**src/rtl/csr_pkg.sv**
```systemverilog
// Shared Zicsr encodings, CSR addresses and sequencer state for the CSR access unit.
package csr_pkg;

  typedef enum logic [1:0] {
    CSR_OP_W = 2'b01,
    CSR_OP_S = 2'b10,
    CSR_OP_C = 2'b11
  } csr_op_t;

  typedef enum logic [2:0] {
    ST_IDLE,
    ST_RD_REQ,
    ST_RD_WAIT,
    ST_WR_REQ,
    ST_WR_WAIT,
    ST_STALL_WAIT,
    ST_RESP
  } csr_state_t;

  localparam logic [2:0] F3_CSRRW  = 3'b001;
  localparam logic [2:0] F3_CSRRS  = 3'b010;
  localparam logic [2:0] F3_CSRRC  = 3'b011;
  localparam logic [2:0] F3_CSRRWI = 3'b101;
  localparam logic [2:0] F3_CSRRSI = 3'b110;
  localparam logic [2:0] F3_CSRRCI = 3'b111;

  localparam logic [11:0] CSR_ADDR_MHARTID  = 12'hF14;
  localparam logic [11:0] CSR_ADDR_STATUS   = 12'hFC1;
  localparam logic [11:0] CSR_ADDR_STATS_EN = 12'h7C1;
  localparam logic [11:0] CSR_ADDR_MGR_RX   = 12'hFC0;
  localparam logic [11:0] CSR_ADDR_MGR_TX   = 12'h7C0;

  // funct3 000 and 100 carry no CSR operation.
  function automatic logic is_illegal(input logic [2:0] f3);
    return f3[1:0] == 2'b00;
  endfunction

  function automatic csr_op_t decode_op(input logic [2:0] f3);
    case (f3[1:0])
      2'b10:   return CSR_OP_S;
      2'b11:   return CSR_OP_C;
      default: return CSR_OP_W;
    endcase
  endfunction

endpackage

```
**src/rtl/csr_alu.sv**
```systemverilog
// Read-modify-write value for a CSR op; purely combinational.
module csr_alu
  import csr_pkg::*;
(
  input  csr_op_t     op,
  input  logic [31:0] old_val,
  input  logic [31:0] src,
  output logic [31:0] new_val
);

  always_comb begin
    new_val = src;
    case (op)
      CSR_OP_S: new_val = old_val | src;
      CSR_OP_C: new_val = old_val & ~src;
      default:  new_val = src;
    endcase
  end

endmodule

```
**src/rtl/csr_access_unit.sv**
```systemverilog
// Sequences one Zicsr instruction into registered CSR read/write requests, 5 cycles accept-to-Done for RW.
// Holds Busy until Done; CSR file stalls are retried, optionally bounded by MAX_RETRIES.
module csr_access_unit
  import csr_pkg::*;
#(
  parameter int unsigned MAX_RETRIES = 0,
  parameter int unsigned RETRY_W     = 16
) (
  input  logic        Clk,
  input  logic        Rst,
  input  logic        Valid,
  input  logic [2:0]  Funct3,
  input  logic [31:0] Rs1_Data,
  input  logic [4:0]  Rs1_Field,
  input  logic [4:0]  Rd_Addr_In,
  input  logic [11:0] Instr_CSR_Addr,
  output logic        Busy,
  output logic        CSR_Read,
  output logic        CSR_Write,
  output logic [11:0] CSR_Address,
  output logic [31:0] CSR_Wr_Data,
  input  logic [31:0] CSR_Rd_Data,
  input  logic        Stall,
  output logic        Rd_Wr_En,
  output logic [4:0]  Rd_Addr,
  output logic [31:0] Rd_Data,
  output logic        Done,
  output logic        Illegal,
  output logic        Timeout
);

  csr_state_t         state;
  csr_op_t            op_q;
  logic [31:0]        src_q;
  logic [31:0]        old_q;
  logic               need_read_q;
  logic               need_write_q;
  logic               ret_wr_q;
  logic [RETRY_W-1:0] retry_cnt;

  csr_op_t     op_in;
  logic [31:0] src_in;
  logic        need_read_in;
  logic        need_write_in;
  logic        retry_exceeded;

  assign op_in         = decode_op(Funct3);
  assign src_in        = Funct3[2] ? {27'd0, Rs1_Field} : Rs1_Data;
  assign need_read_in  = !(op_in == CSR_OP_W && Rd_Addr_In == 5'd0);
  assign need_write_in = (op_in == CSR_OP_W) || (Rs1_Field != 5'd0);
  assign retry_exceeded = (MAX_RETRIES != 0) && (retry_cnt > RETRY_W'(MAX_RETRIES));

  // In IDLE the ALU sees the raw instruction so a write-only op can issue on the accept edge;
  // in RD_WAIT it sees the read data arriving this cycle.
  csr_op_t     alu_op;
  logic [31:0] alu_src;
  logic [31:0] alu_old;
  logic [31:0] alu_new;

  assign alu_op  = (state == ST_IDLE) ? op_in : op_q;
  assign alu_src = (state == ST_IDLE) ? src_in : src_q;
  assign alu_old = (state == ST_RD_WAIT) ? CSR_Rd_Data : old_q;

  csr_alu u_alu (
    .op      (alu_op),
    .old_val (alu_old),
    .src     (alu_src),
    .new_val (alu_new)
  );

  always_ff @(posedge Clk) begin
    if (Rst) begin
      state        <= ST_IDLE;
      op_q         <= CSR_OP_W;
      src_q        <= '0;
      old_q        <= '0;
      need_read_q  <= 1'b0;
      need_write_q <= 1'b0;
      ret_wr_q     <= 1'b0;
      retry_cnt    <= '0;
      Busy         <= 1'b0;
      CSR_Read     <= 1'b0;
      CSR_Write    <= 1'b0;
      CSR_Address  <= '0;
      CSR_Wr_Data  <= '0;
      Rd_Wr_En     <= 1'b0;
      Rd_Addr      <= '0;
      Rd_Data      <= '0;
      Done         <= 1'b0;
      Illegal      <= 1'b0;
      Timeout      <= 1'b0;
    end else begin
      CSR_Read    <= 1'b0;
      CSR_Write   <= 1'b0;
      CSR_Wr_Data <= '0;
      Rd_Wr_En    <= 1'b0;
      Rd_Data     <= '0;
      Done        <= 1'b0;
      Illegal     <= 1'b0;
      Timeout     <= 1'b0;

      case (state)
        ST_IDLE: begin
          if (Valid) begin
            op_q         <= op_in;
            src_q        <= src_in;
            old_q        <= '0;
            need_read_q  <= need_read_in;
            need_write_q <= need_write_in;
            ret_wr_q     <= 1'b0;
            retry_cnt    <= '0;
            Rd_Addr      <= Rd_Addr_In;
            CSR_Address  <= Instr_CSR_Addr;
            Busy         <= 1'b1;
            if (is_illegal(Funct3)) begin
              state   <= ST_RESP;
              Done    <= 1'b1;
              Illegal <= 1'b1;
            end else if (need_read_in) begin
              state    <= ST_RD_REQ;
              CSR_Read <= 1'b1;
            end else begin
              state       <= ST_WR_REQ;
              CSR_Write   <= 1'b1;
              CSR_Wr_Data <= alu_new;
            end
          end
        end

        ST_RD_REQ: state <= ST_RD_WAIT;

        ST_RD_WAIT: begin
          if (Stall) begin
            state    <= ST_STALL_WAIT;
            ret_wr_q <= 1'b0;
            if (retry_cnt != '1) retry_cnt <= retry_cnt + 1'b1;
          end else begin
            old_q <= CSR_Rd_Data;
            if (need_write_q) begin
              state       <= ST_WR_REQ;
              CSR_Write   <= 1'b1;
              CSR_Wr_Data <= alu_new;
            end else begin
              state    <= ST_RESP;
              Done     <= 1'b1;
              Rd_Wr_En <= (Rd_Addr != 5'd0);
              Rd_Data  <= CSR_Rd_Data;
            end
          end
        end

        ST_WR_REQ: state <= ST_WR_WAIT;

        ST_WR_WAIT: begin
          if (Stall) begin
            state    <= ST_STALL_WAIT;
            ret_wr_q <= 1'b1;
            if (retry_cnt != '1) retry_cnt <= retry_cnt + 1'b1;
          end else begin
            state    <= ST_RESP;
            Done     <= 1'b1;
            Rd_Wr_En <= need_read_q && (Rd_Addr != 5'd0);
            Rd_Data  <= old_q;
          end
        end

        ST_STALL_WAIT: begin
          if (retry_exceeded) begin
            state   <= ST_RESP;
            Done    <= 1'b1;
            Timeout <= 1'b1;
          end else if (!Stall) begin
            if (ret_wr_q) begin
              state       <= ST_WR_REQ;
              CSR_Write   <= 1'b1;
              CSR_Wr_Data <= alu_new;
            end else begin
              state    <= ST_RD_REQ;
              CSR_Read <= 1'b1;
            end
          end
        end

        ST_RESP: begin
          state       <= ST_IDLE;
          Busy        <= 1'b0;
          CSR_Address <= '0;
          Rd_Addr     <= '0;
        end

        default: state <= ST_IDLE;
      endcase
    end
  end

endmodule

```
**config.mk**
```make
export PLATFORM = sky130hd
export DESIGN_NAME = csr_access_unit
export DESIGN_NICKNAME = d
export VERILOG_FILES = /design/src/rtl/csr_pkg.sv /design/src/rtl/csr_alu.sv /design/src/rtl/csr_access_unit.sv
export SDC_FILE = /design/constraint.sdc
export NUM_CORES = 1
export LEC_CHECK = 0
export ABC_AREA = 1
export CAP_MARGIN = 20
export CORE_UTILIZATION = 38
export CTS_CLUSTER_SIZE = 8
export DETAILED_ROUTE_END_ITERATION = 16
export HOLD_SLACK_MARGIN = 0.03
export MAX_ROUTING_LAYER = met4
export PLACE_DENSITY = 0.66
export SETUP_SLACK_MARGIN = 0.4
export SYNTH_ARGS = -nofsm -noshare
export SYNTH_HDL_FRONTEND = slang
export SYNTH_HIERARCHICAL = 1
export SYNTH_SLANG_ARGS = --single-unit
```
**constraint.sdc**
```tcl
create_clock -name Clk -period 5.45 [get_ports Clk]
set_clock_uncertainty 0.1 [all_clocks]
set_input_delay 1.09 -clock Clk [delete_from_list [all_inputs] [get_ports Clk]]
set_output_delay 1.09 -clock Clk [all_outputs]
set_load 0.01 [all_outputs]
```
# Word level (Yosys, flattened, before mapping)
# Index checks and enable logic that the tools add are counted.
[op_classes]
n_eq_ne = 16
mux = 64
n_bitwise = 4
n_reduce_logical = 18
[op_table]
columns = ["op", "n"]
rows = [
  ["2-to-1 mux 32 bit", 15],
  ["case mux 32 bit (2 select lines)", 3],
  ["case mux 32 bit (3 select lines)", 1],
  ["AND 32 bit", 1],
  ["inverter 32 bit", 1],
  ["OR 32 bit", 1],
  ["2-to-1 mux 1 bit", 24],
  ["case mux 12 bit (2 select lines)", 1],
  ["case mux 3 bit (6 select lines)", 1],
  ["2-to-1 mux 3 bit", 5],
  ["2-to-1 mux 12 bit", 1],
  ["inequality test 2 bit, second input constant", 5],
  ["case mux 5 bit (2 select lines)", 1],
  ["nonzero test 5 bit", 2],
  ["== test 3 bit, second input constant", 3],
  ["case mux 1 bit (3 select lines)", 3],
  ["== test 2 bit, second input constant", 4],
  ["2-to-1 mux 2 bit", 4],
  ["== test 3 x 2 -> 1 bit, second input constant", 2],
  ["case mux 1 bit (2 select lines)", 3],
  ["AND reduction 2 bit", 3],
  ["zero test 5 bit", 1],
  ["2-to-1 mux 5 bit", 1],
  ["case mux 2 bit (2 select lines)", 1],
  ["other kinds (13)", 15],
]
[word_totals]
ff_bits = 159
in_bits = 93
elab_cells = 119

# Depth between registers and ports, before layout
# Gate-level depths: netlist (run 1).
[logic_depth]
word_depth = 9
depth_mapped = 13
mapped_depth_nobuf = 10

# By module
# The synthesis (run 1) kept the hierarchy.
[modules_own_cells]
columns = ["module", "n_inst", "cells_per_inst", "area_each_um2", "seq_area_each_um2"]
rows = [
  ["csr_access_unit", 1, 963, 6740.2, 3183.1],
  ["csr_alu", 1, 136, 636.9, 0.0],
]

# Least setup slack after synthesis (run 1)
# No wires, ideal clock.
[synth_timing]
path_kind = "input to register"
from = "input Funct3[2]"
to = "register CSR_Wr_Data[1]"
setup_time_ps = 113
t_arrival_ps = 2140
t_required_ps = 5237
path_slack_ps = 3097
stages = 12
n_path_buf = 2
cell_sequence = "clkbuf_1 inv_1 clkbuf_1 nand2_1 o21ai_0 nand2_1 o21ai_0 inv_1 nand3_1 nand2_1 inv_1 nor2_1"
[synth_between]
elab_chain_cells = 9
elab_cells_between_ends = 14
cone_classes = "mux (11); bitwise (3)"
[synth_rtl]
columns = ["element", "line_no", "source"]
rows = [
  ["from (decl)", "csr_access_unit.sv:12", "input logic [2:0] Funct3,"],
  ["2-to-1 mux 32 bit *", "csr_access_unit.sv:48", "assign src_in = Funct3[2] ? {27'd0, Rs1_Field} : Rs1_Data;"],
  ["2-to-1 mux 32 bit *", "csr_access_unit.sv:61", "assign alu_src = (state == ST_IDLE) ? src_in : src_q;"],
  ["named net alu_src[1]", "csr_access_unit.sv:56", "logic [31:0] alu_src;"],
  ["inverter 32 bit", "csr_alu.sv:15", "CSR_OP_C: new_val = old_val & ~src;"],
  ["AND 32 bit", "csr_alu.sv:15", ""],
  ["case mux 32 bit (2 select lines) *", "csr_alu.sv:13", "case (op)"],
  ["named net alu_new[1]", "csr_access_unit.sv:58", "logic [31:0] alu_new;"],
  ["2-to-1 mux 32 bit", "csr_access_unit.sv:119", "end else if (need_read_in) begin"],
  ["2-to-1 mux 32 bit", "csr_access_unit.sv:115", "if (is_illegal(Funct3)) begin"],
  ["2-to-1 mux 32 bit", "csr_access_unit.sv:104", "if (Valid) begin"],
  ["case mux 32 bit (3 select lines) *", "csr_access_unit.sv:102", "case (state)"],
  ["to (signal assigned)", "csr_access_unit.sv:125", "CSR_Wr_Data <= alu_new;"],
  ["to (signal assigned)", "csr_access_unit.sv:142", "CSR_Wr_Data <= alu_new;"],
  ["to (signal assigned)", "csr_access_unit.sv:176", "CSR_Wr_Data <= alu_new;"],
  ["to (decl)", "csr_access_unit.sv:21", "output logic [31:0] CSR_Wr_Data,"],
]
# The timed path passes the listed nets; every way through them passes the cells marked *.
# A chain may end at the register's enable or synchronous reset.

# Worst setup path in the final report (run 1)
[layout_timing]
from = "input Funct3[1]"
to = "register CSR_Wr_Data[19]"
[layout_between]
elab_chain_cells = 9
elab_cells_between_ends = 18
cone_classes = "eq/ne (5); mux (11); reduce/logical (2)"
[layout_rtl]
columns = ["element", "line_no", "source"]
rows = [
  ["== test 2 bit", "csr_pkg.sv:39", "case (f3[1:0])"],
  ["case mux 2 bit (2 select lines) *", "csr_pkg.sv:39", ""],
  ["2-to-1 mux 2 bit *", "csr_access_unit.sv:60", "assign alu_op = (state == ST_IDLE) ? op_in : op_q;"],
  ["named net alu_op[1]", "csr_access_unit.sv:55", "csr_op_t alu_op;"],
  ["== test 2 bit", "csr_alu.sv:13", ""],
  ["case mux 32 bit (2 select lines) *", "csr_alu.sv:13", ""],
  ["named net alu_new[19]", "csr_access_unit.sv:58", ""],
  ["2-to-1 mux 32 bit", "csr_access_unit.sv:119", ""],
  ["2-to-1 mux 32 bit", "csr_access_unit.sv:115", ""],
  ["2-to-1 mux 32 bit", "csr_access_unit.sv:104", ""],
  ["case mux 32 bit (3 select lines) *", "csr_access_unit.sv:102", ""],
]
# Marked as above.

==> impl_metrics.env, run 1 <==
export IMPL_drc_errors=0
export IMPL_p_int_mw=2.77
export IMPL_final_util=0.516
export IMPL_fmax_ghz=0.317
export IMPL_yosysWarnings=6
export IMPL_numCtsBuffers=17
export IMPL_wl_per_cell_um=13.1
export IMPL_hold_viol=0
export IMPL_final_min_period_over_clock_period=0.579
export IMPL_dp_slack_ns=1.88
export IMPL_start_util=0.390
export IMPL_post_cts_resized=0
export IMPL_whs_path_depth=2
export IMPL_num_rows=50
export IMPL_grt_ovfl_total=0
export IMPL_reg2reg_from="state[1]"
export IMPL_ys_top_cells_by_area="dfxtp_1, nor2_1, nand2_1"
export IMPL_ir_worst_vdd_mv=0.324
export IMPL_arrival_ns=3.34
export IMPL_worst_pin_slew_ns=1.06
export IMPL_reg2reg_depth=8
export IMPL_power_frac_clock=0.253
export IMPL_rsz0062_at_grt="no"
export IMPL_synth_area_um2=7380
export IMPL_p_sw_mw=1.96
export IMPL_hp_start="src_q[7]"
export IMPL_root_buffer="clkbuf_16"
export IMPL_htree_levels=4
export IMPL_min_to="src_q[7]"
export IMPL_ys_ff_latch=159
export IMPL_drv_cap=0
export IMPL_io_pins=181
export IMPL_grt_usage=0.209
export IMPL_syn_nets=1192
export IMPL_dr_total_vias=7095
export IMPL_postSynthAreaPerCell_um2=6.71
export IMPL_grt_pass1_wl_um=32100
export IMPL_grt_pass1_vias=6594
export IMPL_final_nets=1322
export IMPL_endpoint_kind="flip-flop"
export IMPL_sw_frac_of_total=0.415
export IMPL_status="finished, final reports clean"
export IMPL_dp_cells=1470
export IMPL_reg2reg_slack_ns=2.36
export IMPL_relSlewSlack=0.288
export IMPL_drt_iter0_drc=438
export IMPL_chipHeight_um=141
export IMPL_ys_seq_area_frac=0.431
export IMPL_synthXorXnorAreaFrac=0
export IMPL_io_buffers=179
export IMPL_muxShareOfSynthArea=0
export IMPL_synth_compound_area_frac=0.166
export IMPL_synth_area_leader_cell="dfxtp_1"
export IMPL_r2r_end="old_q[29]"
export IMPL_synth_top_family_by_area="simple AND/OR/NAND/NOR gates"
export IMPL_synth_simple_area_share=0.265
export IMPL_required_ns=5.64
export IMPL_finalNonFillerCells=1502
export IMPL_finalMaxSlewViolations=0
export IMPL_synthCells=1099
export IMPL_worst_slack_ns=2.30
export IMPL_antenna_found_initial=0
export IMPL_cts_tree="done"
export IMPL_gp_congestion=0.817
export IMPL_dp_hpwl_um=12500
export IMPL_cp_max_fo=33
export IMPL_netlist_area_leader_share=0.431
export IMPL_cts_repair_timing_setup_buffer_count=0
export IMPL_drive_gt1_frac=0.0507
export IMPL_leakage_nw=4.15
export IMPL_synthDistinctLibCells=25
export IMPL_diodes=0
export IMPL_fillers=1906
export IMPL_synthToLayoutAreaGrowth_pct=32.1
export IMPL_coreArea_um2=18900
export IMPL_fin_crit_ns=3.15
export IMPL_hold_buffers=0
export IMPL_drtPass1Iterations=5
export IMPL_vias_per_cell=4.72
export IMPL_synthAdderAreaFrac=0
export IMPL_clkSinkCount=159
export IMPL_grt_max_degree=101
export IMPL_dieArea_um2=20000
export IMPL_hp_class="flip-flop to flip-flop"
export IMPL_ctsLongestPathBuffers=2
export IMPL_clk_latency_ns=0.43
export IMPL_p_comb_frac=0.412
export IMPL_power_density_nw_per_um2=486
export IMPL_start_kind="input pin"
export IMPL_path_clk_slew_ns=0.06
export IMPL_tns_ns=0
export IMPL_seq_power_share=0.335
export IMPL_ant_nets=0
export IMPL_dieWidth_um=141
export IMPL_wl_um=19600
export IMPL_setup_viol=0
export IMPL_crit_type="input pin to flip-flop"
==> metrics by stage <==
step	instance area [um2]	power [mW]	hold WS (ns)
after floorplan	7380	3.14	0.324
after global placement	9150	3.52	0.335
after detailed placement	9150	3.56	0.339
after CTS	9750	4.78	0.349
after global routing	9750	5.13	0.365
final	9750	4.74	0.347
==> worst max path at each step <==
stage | depth (start not counted) | end | startpoint | slack (ns)
6_report | 8 | CSR_Wr_Data[19] | Funct3[1] | 2.30
5_1_grt | 8 | old_q[29] | state[1] | 2.05
4_1_cts | 8 | CSR_Wr_Data[19] | Funct3[1] | 2.29
3_5_place_dp | 8 | CSR_Wr_Data[26] | Funct3[1] | 1.88
3_3_place_gp | 7 | old_q[0] | Stall | 1.92
2_1_floorplan | 12 | CSR_Wr_Data[1] | Funct3[2] | 3.10
==> synthesized netlist by cell type (all sizes together) <==
cell type  instances
o21ai            133
inv              166
clkbuf            28
a31oi              1
buf               44
a21oi             55
nor3               6
nand3             63
nand2            197
dfxtp            159
o21a               5
a22oi             32
conb               1
nor2             209
==> cells by family after synthesis <==
kind of cell	count (synthesis)
AOI/OAI and AO/OA	226
buffers and inverters	238
DFF	159
other	1
and+or+nand+nor	475
==> area by class of cell <==
cell class	count	area [um2]	share of cell area
Sequential cell	159	3180	0.327
Inverter	166	623	0.0639
Tap cell	260	325	0.0334
Clock buffer	18	439	0.0451
Timing Repair Buffer	183	1820	0.186
Clock inverter	14	155	0.0159
Multi-Input combinational cell	702	3210	0.329
==> layout by cell type (no fill, tap or decap), types with 2 or more instances in the layout <==
cell type,synthesis,routed
inv_1,163,162
inv_6,0,5
inv_2,3,4
nor3_1,6,6
nor2_1,204,204
o21ai_1,11,11
nand2_1,181,181
nand3_1,63,63
buf_4,9,4
o21a_1,5,5
dfxtp_1,159,159
o21ai_0,122,121
clkbuf_16,0,17
nand2_4,1,2
bufinv_16,0,2
nor2_4,3,4
a21oi_1,55,55
clkdlybuf4s50_1,0,178
a22oi_1,32,32
nand2_2,14,13
clkinvlp_4,0,5
==> power by group through the flow <==
| stage | registers, mW | clock network, mW | logic (mW) |
|---|---|---|---|
| finish | 1.59 | 1.20 | 1.95 |
| global route | 1.62 | 1.28 | 2.23 |
| CTS | 1.59 | 1.23 | 1.97 |
| detailed placement | 1.61 | 0 | 1.95 |
| floorplan | 1.59 | 0 | 1.55 |
| global placement | 1.60 | 0 | 1.92 |
==> worst max-delay path, cell delays in order <==
cell and delay (ns):
clkdlybuf4s50_1 0.56, inv_1 0.11, o21ai_4 0.84, nand2_8 0.37, nand2_1 0.18, nand2_1 0.07, inv_1 0.06, nor2_1 0.04
==> registers in the layout, indices dropped and copies added, names as in the netlist <==
signal and cells:
Busy 1, CSR_Address 12, CSR_Read 1, CSR_Wr_Data 32, CSR_Write 1, Done 1
Illegal 1, Rd_Addr 5, Rd_Data 32, Rd_Wr_En 1, need_read_q 1, need_write_q 1
old_q 32, op_q 2, ret_wr_q 1, src_q 32, state 3
==> layer usage <==
metal	vias up	part of all wire	GRT usage
met3	27	0.049	0.0395
li1	3684	-	-
met4	0	0.019	0.0749
met5	-	0	-
met1	3188	0.46	0.256
met2	196	0.47	0.344
Power figures use the tool's default switching activity.
==> inputs of run 2 (changes only) <==
==> constraint.sdc (replaced) <==
create_clock -name Clk -period 3.1 [get_ports Clk]
set_clock_uncertainty 0.1 [all_clocks]
set_input_delay 0.62 -clock Clk [delete_from_list [all_inputs] [get_ports Clk]]
set_output_delay 0.62 -clock Clk [all_outputs]
set_load 0.01 [all_outputs]
==> impl_metrics.env, run 2 (same netlist as run 1, synthesis figures left out) <==
export IMPL_status="finished, final reports clean"
export IMPL_fmax_ghz=0.429
export IMPL_synthToLayoutAreaGrowth_pct=33.3
export IMPL_path_clk_slew_ns=0.06
export IMPL_required_ns=3.31
export IMPL_grt_ovfl_total=0
export IMPL_ant_nets=0
export IMPL_fillers=1898
export IMPL_crit_start="state[0]"
export IMPL_post_cts_resized=0
export IMPL_r2r_end="CSR_Wr_Data[19]"
export IMPL_cp_max_fo=32
export IMPL_final_nets=1332
export IMPL_tns_ns=0
export IMPL_wl_per_cell_um=12.9
export IMPL_cp_slowest_cell="dfxtp_1"
export IMPL_antenna_found_initial=1
export IMPL_worst_pin_slew_ns=0.892
export IMPL_hp_class="flip-flop to flip-flop"
export IMPL_final_min_period_over_clock_period=0.752
export IMPL_rsz0062_at_grt="no"
export IMPL_fin_crit_ns=2.33
export IMPL_vias_per_cell=4.70
export IMPL_clk_latency_ns=0.42
export IMPL_drt_iter0_drc=457
export IMPL_drive_gt1_frac=0.0544
export IMPL_grt_pass1_wl_um=31500
export IMPL_grt_pass1_vias=6469
export IMPL_dieArea_um2=20000
export IMPL_layout_common_cells="nor2_1, nand2_1, clkdlybuf4s50_1, inv_1, dfxtp_1"
export IMPL_finalMaxSlewViolations=0
export IMPL_drv_cap=0
export IMPL_power_density_nw_per_um2=849
export IMPL_ctsLongestPathBuffers=2
export IMPL_dp_hpwl_um=13000
export IMPL_worst_slack_ns=0.768
export IMPL_root_buffer="clkbuf_16"
export IMPL_chipHeight_um=141
export IMPL_reg2reg_from="state[0]"
export IMPL_endpoint_kind="flip-flop"
export IMPL_drtPass1Iterations=5
export IMPL_clkSinkCount=159
export IMPL_layout_commonest_cell="nor2_1"
export IMPL_dp_slack_ns=0.390
export IMPL_arrival_ns=2.54
export IMPL_io_buffers=179
export IMPL_gp_congestion=0.905
export IMPL_ir_worst_vdd_mv=0.435
export IMPL_drc_errors=0
export IMPL_grt_max_degree=60
export IMPL_cts_tree="done"
export IMPL_cts_repair_timing_setup_buffer_count=0
export IMPL_leakage_nw=4.21
export IMPL_crit_type="flip-flop to flip-flop"
export IMPL_setup_viol=0
export IMPL_dieWidth_um=141
export IMPL_start_kind="flip-flop"
export IMPL_num_rows=50
export IMPL_final_util=0.521
export IMPL_cp_cell_sequence="nor2_4 -> nand2_4 -> inv_2 -> nor2_1 -> a31oi_1 -> nand2_8 -> nand2_1 -> nand2_1 -> inv_1 -> nor2_1"
export IMPL_max_stage_delay_ns=0.39
export IMPL_hold_buffers=0
export IMPL_hold_viol=0
export IMPL_dr_total_vias=7105
export IMPL_wl_um=19400
export IMPL_reg2reg_depth=10
export IMPL_grt_usage=0.205
export IMPL_htree_levels=4
export IMPL_coreArea_um2=18900
export IMPL_start_util=0.390
export IMPL_reg2reg_slack_ns=0.77
export IMPL_numCtsBuffers=17
export IMPL_relSlewSlack=0.404
export IMPL_crit_path_end="CSR_Wr_Data[19]"
export IMPL_io_pins=181
run 2: cell count changes in the layout (fill, tap and decap cells not counted), sizes merged:
cell      change
clkinvlp      -3
buf          +10
clkinv        +3
diode         +1
inv           -4
clkbuf        +2
run 2: critical path: cells and delay by family (launching register included):
family                 cells  cell delay (ns)
AOI/OAI and AO/OA          1             0.38
buffers and inverters      2             0.42
DFF                        1             0.39
and+or+nand+nor            7             0.90
run 2: per-stage QoR:
step	cells	hold slack, ns	power (mW)	area, um2
after floorplan	1099	0.324	5.52	7380
after CTS	1510	0.346	8.41	9830
final	1511	0.344	8.35	9830
after detailed placement	1480	0.338	6.39	9280
after global routing	1511	0.359	9.04	9830
after global placement	1480	0.332	6.35	9280
run 2: area by class of cell:
cell class	instances	area (um2)	area share
multi-input cells	702	3210	0.326
flip-flops and latches	159	3180	0.324
repair buffers	193	1940	0.197
inverters	166	623	0.0634
clock buffers	20	437	0.0444
well taps	260	325	0.0331
clock inverters	10	116	0.0118
diodes	1	2.50	0.000254
run 2: metal layers:
layer / routed length (um) / vias up / GRT usage
li1: - / 3694 / -
met1: 9040 / 3199 / 0.254
met2: 8930 / 186 / 0.331
met3: 1080 / 26 / 0.0408
met4: 387 / 0 / 0.0727
met5: 0 / - / -
run 2: report_power, final:
part	switching, mW	leakage [nW]	internal (mW)	total [mW]
registers	0.276	1.30	2.52	2.80
logic	2.31	2.65	1.24	3.54
clock network	0.827	0.266	1.18	2.00
run 2: how the worst min path moves through the flow:
stage | startpoint | to | slack [ns] | cells past startpoint
6_report | src_q[21] | src_q[21] | 0.34 | 2
5_1_grt | src_q[6] | src_q[6] | 0.36 | 2
4_1_cts | src_q[4] | src_q[4] | 0.35 | 2
3_5_place_dp | src_q[4] | src_q[4] | 0.34 | 2
3_3_place_gp | src_q[2] | src_q[2] | 0.33 | 2
2_1_floorplan | src_q[23] | src_q[23] | 0.32 | 2
